### config.mk
export PLATFORM = sky130hd
export DESIGN_NAME = clock_time_ctrl
export DESIGN_NICKNAME = d
export VERILOG_FILES = /design/src/rtl/clock_time_ctrl.sv
export SDC_FILE = /design/constraint.sdc
export NUM_CORES = 1
export LEC_CHECK = 0
export BUFFER_PORTS_ARGS = -buffer_cell sky130_fd_sc_hd__buf_2
export CAP_MARGIN = 20
export CELL_PAD_IN_SITES_DETAIL_PLACEMENT = 0
export CELL_PAD_IN_SITES_GLOBAL_PLACEMENT = 2
export CORE_UTILIZATION = 25
export DETAILED_ROUTE_END_ITERATION = 6
export PLACE_DENSITY_LB_ADDON = 0.1
export SLEW_MARGIN = 20
export SYNTH_ARGS = -nofsm -noshare
export SYNTH_HDL_FRONTEND = slang
export SYNTH_SLANG_ARGS = --single-unit
### constraint.sdc
create_clock -name clk -period 2.5 [get_ports clk]
set_input_delay 0.5 -clock clk [delete_from_list [all_inputs] [get_ports clk]]
set_output_delay 0.5 -clock clk [all_outputs]
set_load 0.01 [all_outputs]
### src/rtl/clock_time_ctrl.sv
// Wall-clock timekeeping with a button-driven set mode (hour, minute, second).
// Time advances on en1hz while running; set mode blanks the field being edited and auto-exits after inactivity.
module clock_time_ctrl #(
  parameter int unsigned HOUR_MAX  = 23,
  parameter int unsigned TIMEOUT_S = 30
) (
  input  logic       clk,
  input  logic       rst,
  input  logic       en1hz,
  input  logic       sig2hz,
  input  logic       btn_mode,
  input  logic       btn_inc,
  output logic       cnt_clr,
  output logic [4:0] hour,
  output logic [5:0] min,
  output logic [5:0] sec,
  output logic       setting,
  output logic       blank_hour,
  output logic       blank_min,
  output logic       blank_sec
);

  localparam logic [4:0] HMAX     = 5'(HOUR_MAX);
  localparam logic [5:0] TMO_LAST = 6'(TIMEOUT_S - 1);

  typedef enum logic [1:0] {
    RUN      = 2'd0,
    SET_HOUR = 2'd1,
    SET_MIN  = 2'd2,
    SET_SEC  = 2'd3
  } state_e;

  state_e     state_q, state_d;
  logic [4:0] hour_q, hour_d;
  logic [5:0] min_q, min_d;
  logic [5:0] sec_q, sec_d;
  logic [5:0] tmo_q, tmo_d;
  logic       cnt_clr_q, cnt_clr_d;
  logic       prev_mode_q, prev_inc_q;
  logic       mode_ev, inc_ev;

  assign mode_ev = btn_mode & ~prev_mode_q;
  assign inc_ev  = btn_inc & ~prev_inc_q;

  always_comb begin
    state_d   = state_q;
    hour_d    = hour_q;
    min_d     = min_q;
    sec_d     = sec_q;
    tmo_d     = tmo_q;
    cnt_clr_d = 1'b0;

    if (state_q == RUN) begin
      // Tick is applied even when mode_ev leaves RUN in the same cycle.
      if (en1hz) begin
        if (sec_q == 6'd59) begin
          sec_d = '0;
          if (min_q == 6'd59) begin
            min_d  = '0;
            hour_d = (hour_q == HMAX) ? '0 : hour_q + 5'd1;
          end else begin
            min_d = min_q + 6'd1;
          end
        end else begin
          sec_d = sec_q + 6'd1;
        end
      end
      if (mode_ev) begin
        state_d = SET_HOUR;
        tmo_d   = '0;
      end
    end else if (mode_ev) begin
      tmo_d = '0;
      unique case (state_q)
        SET_HOUR: state_d = SET_MIN;
        SET_MIN:  state_d = SET_SEC;
        default: begin
          state_d   = RUN;
          cnt_clr_d = 1'b1;
        end
      endcase
    end else if (inc_ev) begin
      tmo_d = '0;
      unique case (state_q)
        SET_HOUR: hour_d = (hour_q == HMAX) ? '0 : hour_q + 5'd1;
        SET_MIN:  min_d  = (min_q == 6'd59) ? '0 : min_q + 6'd1;
        default:  sec_d  = '0;
      endcase
    end else if (en1hz) begin
      if (tmo_q == TMO_LAST) begin
        state_d   = RUN;
        cnt_clr_d = 1'b1;
        tmo_d     = '0;
      end else begin
        tmo_d = tmo_q + 6'd1;
      end
    end
  end

  always_ff @(posedge clk or posedge rst) begin
    if (rst) begin
      state_q     <= RUN;
      hour_q      <= '0;
      min_q       <= '0;
      sec_q       <= '0;
      tmo_q       <= '0;
      cnt_clr_q   <= 1'b0;
      prev_mode_q <= 1'b1;
      prev_inc_q  <= 1'b1;
    end else begin
      state_q     <= state_d;
      hour_q      <= hour_d;
      min_q       <= min_d;
      sec_q       <= sec_d;
      tmo_q       <= tmo_d;
      cnt_clr_q   <= cnt_clr_d;
      prev_mode_q <= btn_mode;
      prev_inc_q  <= btn_inc;
    end
  end

  assign hour       = hour_q;
  assign min        = min_q;
  assign sec        = sec_q;
  assign cnt_clr    = cnt_clr_q;
  assign setting    = (state_q != RUN);
  assign blank_hour = (state_q == SET_HOUR) & ~sig2hz;
  assign blank_min  = (state_q == SET_MIN) & ~sig2hz;
  assign blank_sec  = (state_q == SET_SEC) & ~sig2hz;

endmodule

---- Word-level counts from Yosys, hierarchy flattened ----
Index checks and enable logic that the tools add are counted.
word-level totals
  output and inout bits ................... 22
  bits in registers ....................... 28
  logic and storage cells ................. 88
operators by class
  $add $sub $neg .......................... 4
  muxes and demuxes ....................... 40
  equality and inequality tests ........... 14
  reduce and logical (&&, ||, !) cells .... 14
  bitwise logic cells ..................... 8
operator list
  cell                                                                     count
  6-bit 2-to-1 mux                                                         19
  5-bit 2-to-1 mux                                                         8
  6-bit by 1-bit adder with 6-bit output, second input constant            3
  6-bit == test, second input constant                                     2
  2-bit 2-to-1 mux                                                         6
  2-bit nonzero test                                                       6
  2-bit by 1-bit inequality test with 1-bit output, second input constant  4
  4-bit AND reduction                                                      2
  6-bit by 5-bit == test with 1-bit output, second input constant          1
  1-bit 2-to-1 mux                                                         6
  2-bit inequality test, second input constant                             3
  6-bit AND reduction                                                      1
  5-bit by 1-bit adder with 5-bit output, second input constant            1
  1-bit AND                                                                5
  5-bit == test, second input constant                                     1
  5-bit AND reduction                                                      1
  2-bit == test, second input constant                                     2
  2-bit one-hot mux with 2 select lines                                    1
  1-bit NOT                                                                3
  3-bit nonzero test                                                       1
  2-bit by 1-bit == test with 1-bit output, second input constant          1
  2-bit zero test                                                          1
  2-bit AND reduction                                                      1
  2-bit OR reduction                                                       1

---- Depth between registers and ports, before layout ----
  depth in word-level cells ............... 6
  depth in mapped cells ................... 7
  gate-level depth less buffers ........... 6

---- Worst setup path after synthesis ----
OpenSTA, ideal clock, no wires.
  path kind ............................... flip-flop to flip-flop
  from .................................... register state_q[0]
  to ...................................... register sec_q[4], in the netlist sec[4]
  arrival ................................. 1.753 ns
  path slack .............................. 0.669 ns
  library setup time ...................... 0.077 ns
  required time ........................... 2.423 ns
  buffers on the path ..................... 1
  clock period less this slack ............ 1.831 ns
  stages on the path, launching flop included .. 7
  path through ............................ dfrtp_1 > inv_1 > ha_1 > buf_6 > o41a_4 > or3_1 > a21oi_1
on the way
  longest elaborated chain between the ends .. 4
  elaborated cells between the ends (all ways) .. 10
  those cells by class .................... eq/ne (5); mux (1); reduce/logical (4)
ends and longest elaborated chain
  item                                                                              line  RTL
  start, declared                                                                   33    state_e state_q, state_d;
  start signal, assigned                                                            111   state_q <= state_d;
  2-bit by 1-bit == test with 1-bit output / 2-bit == test (equally long branches)  84    unique case (state_q)
  2-bit OR reduction (no source line)                                               n/a
  2-bit by 1-bit inequality test with 1-bit output (no source line)                 n/a
  4-bit AND reduction (no source line)                                              n/a
  end signal, assigned                                                              105   sec_q <= '0;
  end signal, assigned                                                              114   sec_q <= sec_d;
  end, declared                                                                     36    logic [5:0] sec_q, sec_d;
Parallel ways exist; a longest one is shown, timed or not.
A chain may end at the register's enable or synchronous reset.

---- Worst setup path in the final report ----
  from .................................... register state_q[1]
  to ...................................... register min_q[2], in the netlist min[2]
on the way
  longest elaborated chain between the ends .. 3
  elaborated cells between the ends (all ways) .. 9
  those cells by class .................... eq/ne (4); mux (1); reduce/logical (4)
ends and longest elaborated chain
  item                                                               line    RTL
  2-bit == test / 2-bit zero test (equally long branches)            84, 53
  2-bit nonzero test (no source line), or another cell as far along  n/a
  5-bit AND reduction (no source line)                               n/a
  end signal, assigned                                               113     min_q <= min_d;
  end, declared                                                      35      logic [5:0] min_q, min_d;
Parallel ways exist; a longest one is shown, timed or not.

==> metrics.cfg <==
[final_layout]
finalNetCount=209
diodes=0
syn2layout_area_growth_pct=16.90
final_common_cell=buf_2
final_cell_mix=buf_2 (27), dfrtp_1 (26), nor2_1 (13), o21ai_0 (12)
drive_above_1_share=0.2500
fillers=689

[route]
ant_nets=0
first_pass_iters=4
wirelength_um=3827
top_layer=met4
dr_wl_met2_um=1875
first_iter_violations=69
wl_met1_um=1764
vias=1346
dr_wl_met3_um=163
wl_per_cell_um=14.23
avgViaCountPerCell=5.004
drc_errors=0

[sta]
hold_viol=0
rsz0062_at_grt=false
clock_skew_ps=5.848
tns_ps=0
fin_crit_sh=0.8667
timing_worst_slew_pin_value_ps=775.5
relSlewSlack=0.4824
setup_viol=0
max_freq_mhz=461.5
fin_hold_ws_ps=338.9
min_period_ps=2167
drv_slew=0

[clocking]
clock-sinks=28
cts_buffers=3
htree_levels=1
holdBufCountCts=0
clock-root-buffer=clkbuf_8
clk_pin_slew_ps=100
tritoncts=built
clk_latency_ps=270
cts_buffer_depth=2
post_cts_buffers=0
cts_resized=0

[placed_design]
port-buffer-count=27
gp_congestion=0.7258
dp_hpwl_um=2851

[die]
die_height_um=82.73
rows=29
io_pins=28
die_w_um=82.73
core_area_sq_um=6314
initial_utilization=0.2580
dieArea_sq_um=6843

[global_route]
antenna_found_initial=0
grt_pass1_wl_um=6113
grt_usage=0.1187
grt_max_degree=20
grt_pass1_vias=1248
grt-ovfl-total=0

[synth]
synth_cell_types=42
yosys.area.top_type=dfrtp_1
syn_inst=162
yosys-top-cells-area=dfrtp_1 (40%), ha_1 (6.9%), mux2_2 (5.5%)
synth_seq_cells=28
synth_area_sq_um=1629
synth.avg_cell_area_sq_um=10.06
ys_seq_area_frac=0.4316
synth_nets=177
ys_warn_count=0
synth_top_area_frac=0.3994

[pwr]
power_density_nw_per_um2=841.6
leakagePower_nw=0.8985
finalPower_mw=1.603
irDropWorstVdd_uv=372.5

[min_path]
min_to=prev_mode_q
worst_hold_path_type=input pin to register
min-delay-start=btn_mode
whs_path_depth=1

[status]
status=completed

[critical_path]
r2r_slack_ps=330
reg2reg_depth=6
rr_startpoint=state_q[1]
endpoint_kind=register
regToRegEndpoint=min[2]
arrival_ps=2330
cp_data_required_time_ps=2660
critPathKind=register to register
path_max_fanout=11
critPathLaunchType=register

[run]
drv_cap=0

power by group:
part           switching, mW  internal (mW)
clock                  0.142          0.108
combinational          0.356          0.301
sequential             0.132          0.563
total                  0.631          0.972
worst max-delay path, cell delays in order, from the launching register on:
cell     delay [ps]
dfrtp_1         410
inv_1           110
ha_1            380
nand4_1         260
nor2_1          410
o21ai_0         190
mux2_2          300
per-stage QoR:
| step | utilization | setup slack [ps] | std cells | cell area (sq um) |
|---|---|---|---|---|
| floorplan | - | 669.3 | 162 | 1629 |
| global placement | 0.2951 | 430.0 | 266 | 1863 |
| detailed placement | 0.2951 | 385.8 | 266 | 1863 |
| CTS | 0.3016 | 358.8 | 269 | 1904 |
| global route | 0.3016 | 121.5 | 269 | 1904 |
| finish | 0.3016 | 333.3 | 269 | 1904 |
layout make-up:
type / count / area (sq um) / area share
timing repair buffer: 30 / 157.7 / 0.08279
multi-input combinational: 123 / 875.8 / 0.4599
sequential: 28 / 703.2 / 0.3693
tap: 77 / 96.34 / 0.05059
clock buffer: 3 / 41.29 / 0.02168
inverter: 8 / 30.03 / 0.01577
cell usage after synthesis:
master / count
buf_6: 1
nor2_1: 13
a31oi_1: 3
and4_1: 2
o41a_4: 1
clkbuf_1: 1
a31o_2: 1
o311ai_0: 1
nand2b_1: 9
o2bb2ai_1: 4
o2111ai_1: 3
o22ai_1: 2
dfrtp_1: 26
or3_1: 5
o211ai_1: 1
o21ai_0: 12
nor4_4: 1
nor2b_1: 8
a21bo_2: 1
o21ba_2: 1
and2_1: 1
xnor2_1: 1
o31ai_1: 1
mux2_2: 8
ha_1: 9
o311a_1: 1
nor3_1: 2
o21bai_1: 1
inv_1: 8
nor4_1: 1
nand3b_1: 2
o211a_1: 1
nand4_1: 1
buf_2: 1
a21oi_1: 6
a22o_1: 2
nand3_1: 7
o22a_1: 1
a211o_1: 1
and3_1: 3
dfstp_2: 2
nand2_1: 6
layer usage:
metal,vias up,global-route usage
li1,657,-
met1,663,0.1594
met2,24,0.1943
met3,2,0.01868
met4,0,0.03621
met5,-,0
registers in the layout, indices dropped and copies added, names as in the netlist:
signal       flops
cnt_clr          1
prev_inc_q       1
state_q          2
min              6
prev_mode_q      1
hour             5
tmo_q            6
sec              6
worst max path at each step:
stage / start / end / slack [ps] / cells past startpoint
2_1_floorplan: state_q[0] / sec[4] / 670 / 6
3_3_place_gp: state_q[0] / hour[3] / 430 / 6
3_5_place_dp: state_q[1] / min[0] / 390 / 6
4_1_cts: state_q[1] / min[0] / 360 / 6
5_1_grt: state_q[1] / min[2] / 120 / 6
6_report: state_q[1] / min[2] / 330 / 6
logic make-up (layout without fill, tap and decap cells):
| family | Yosys count | after routing | share of synthesized area |
|---|---|---|---|
| and+or+nand+nor | 61 | 61 | 0.2120 |
| AOI/OAI and AO/OA | 44 | 44 | 0.1959 |
| DFF | 28 | 28 | 0.4316 |
| buffers and inverters | 11 | 41 | 0.03072 |
| adders and majority gates | 9 | 9 | 0.06913 |
| muxes | 8 | 8 | 0.05530 |
| xor gates and xnor gates | 1 | 1 | 0.005377 |
No activity file was read; power rests on OpenSTA's default activity.
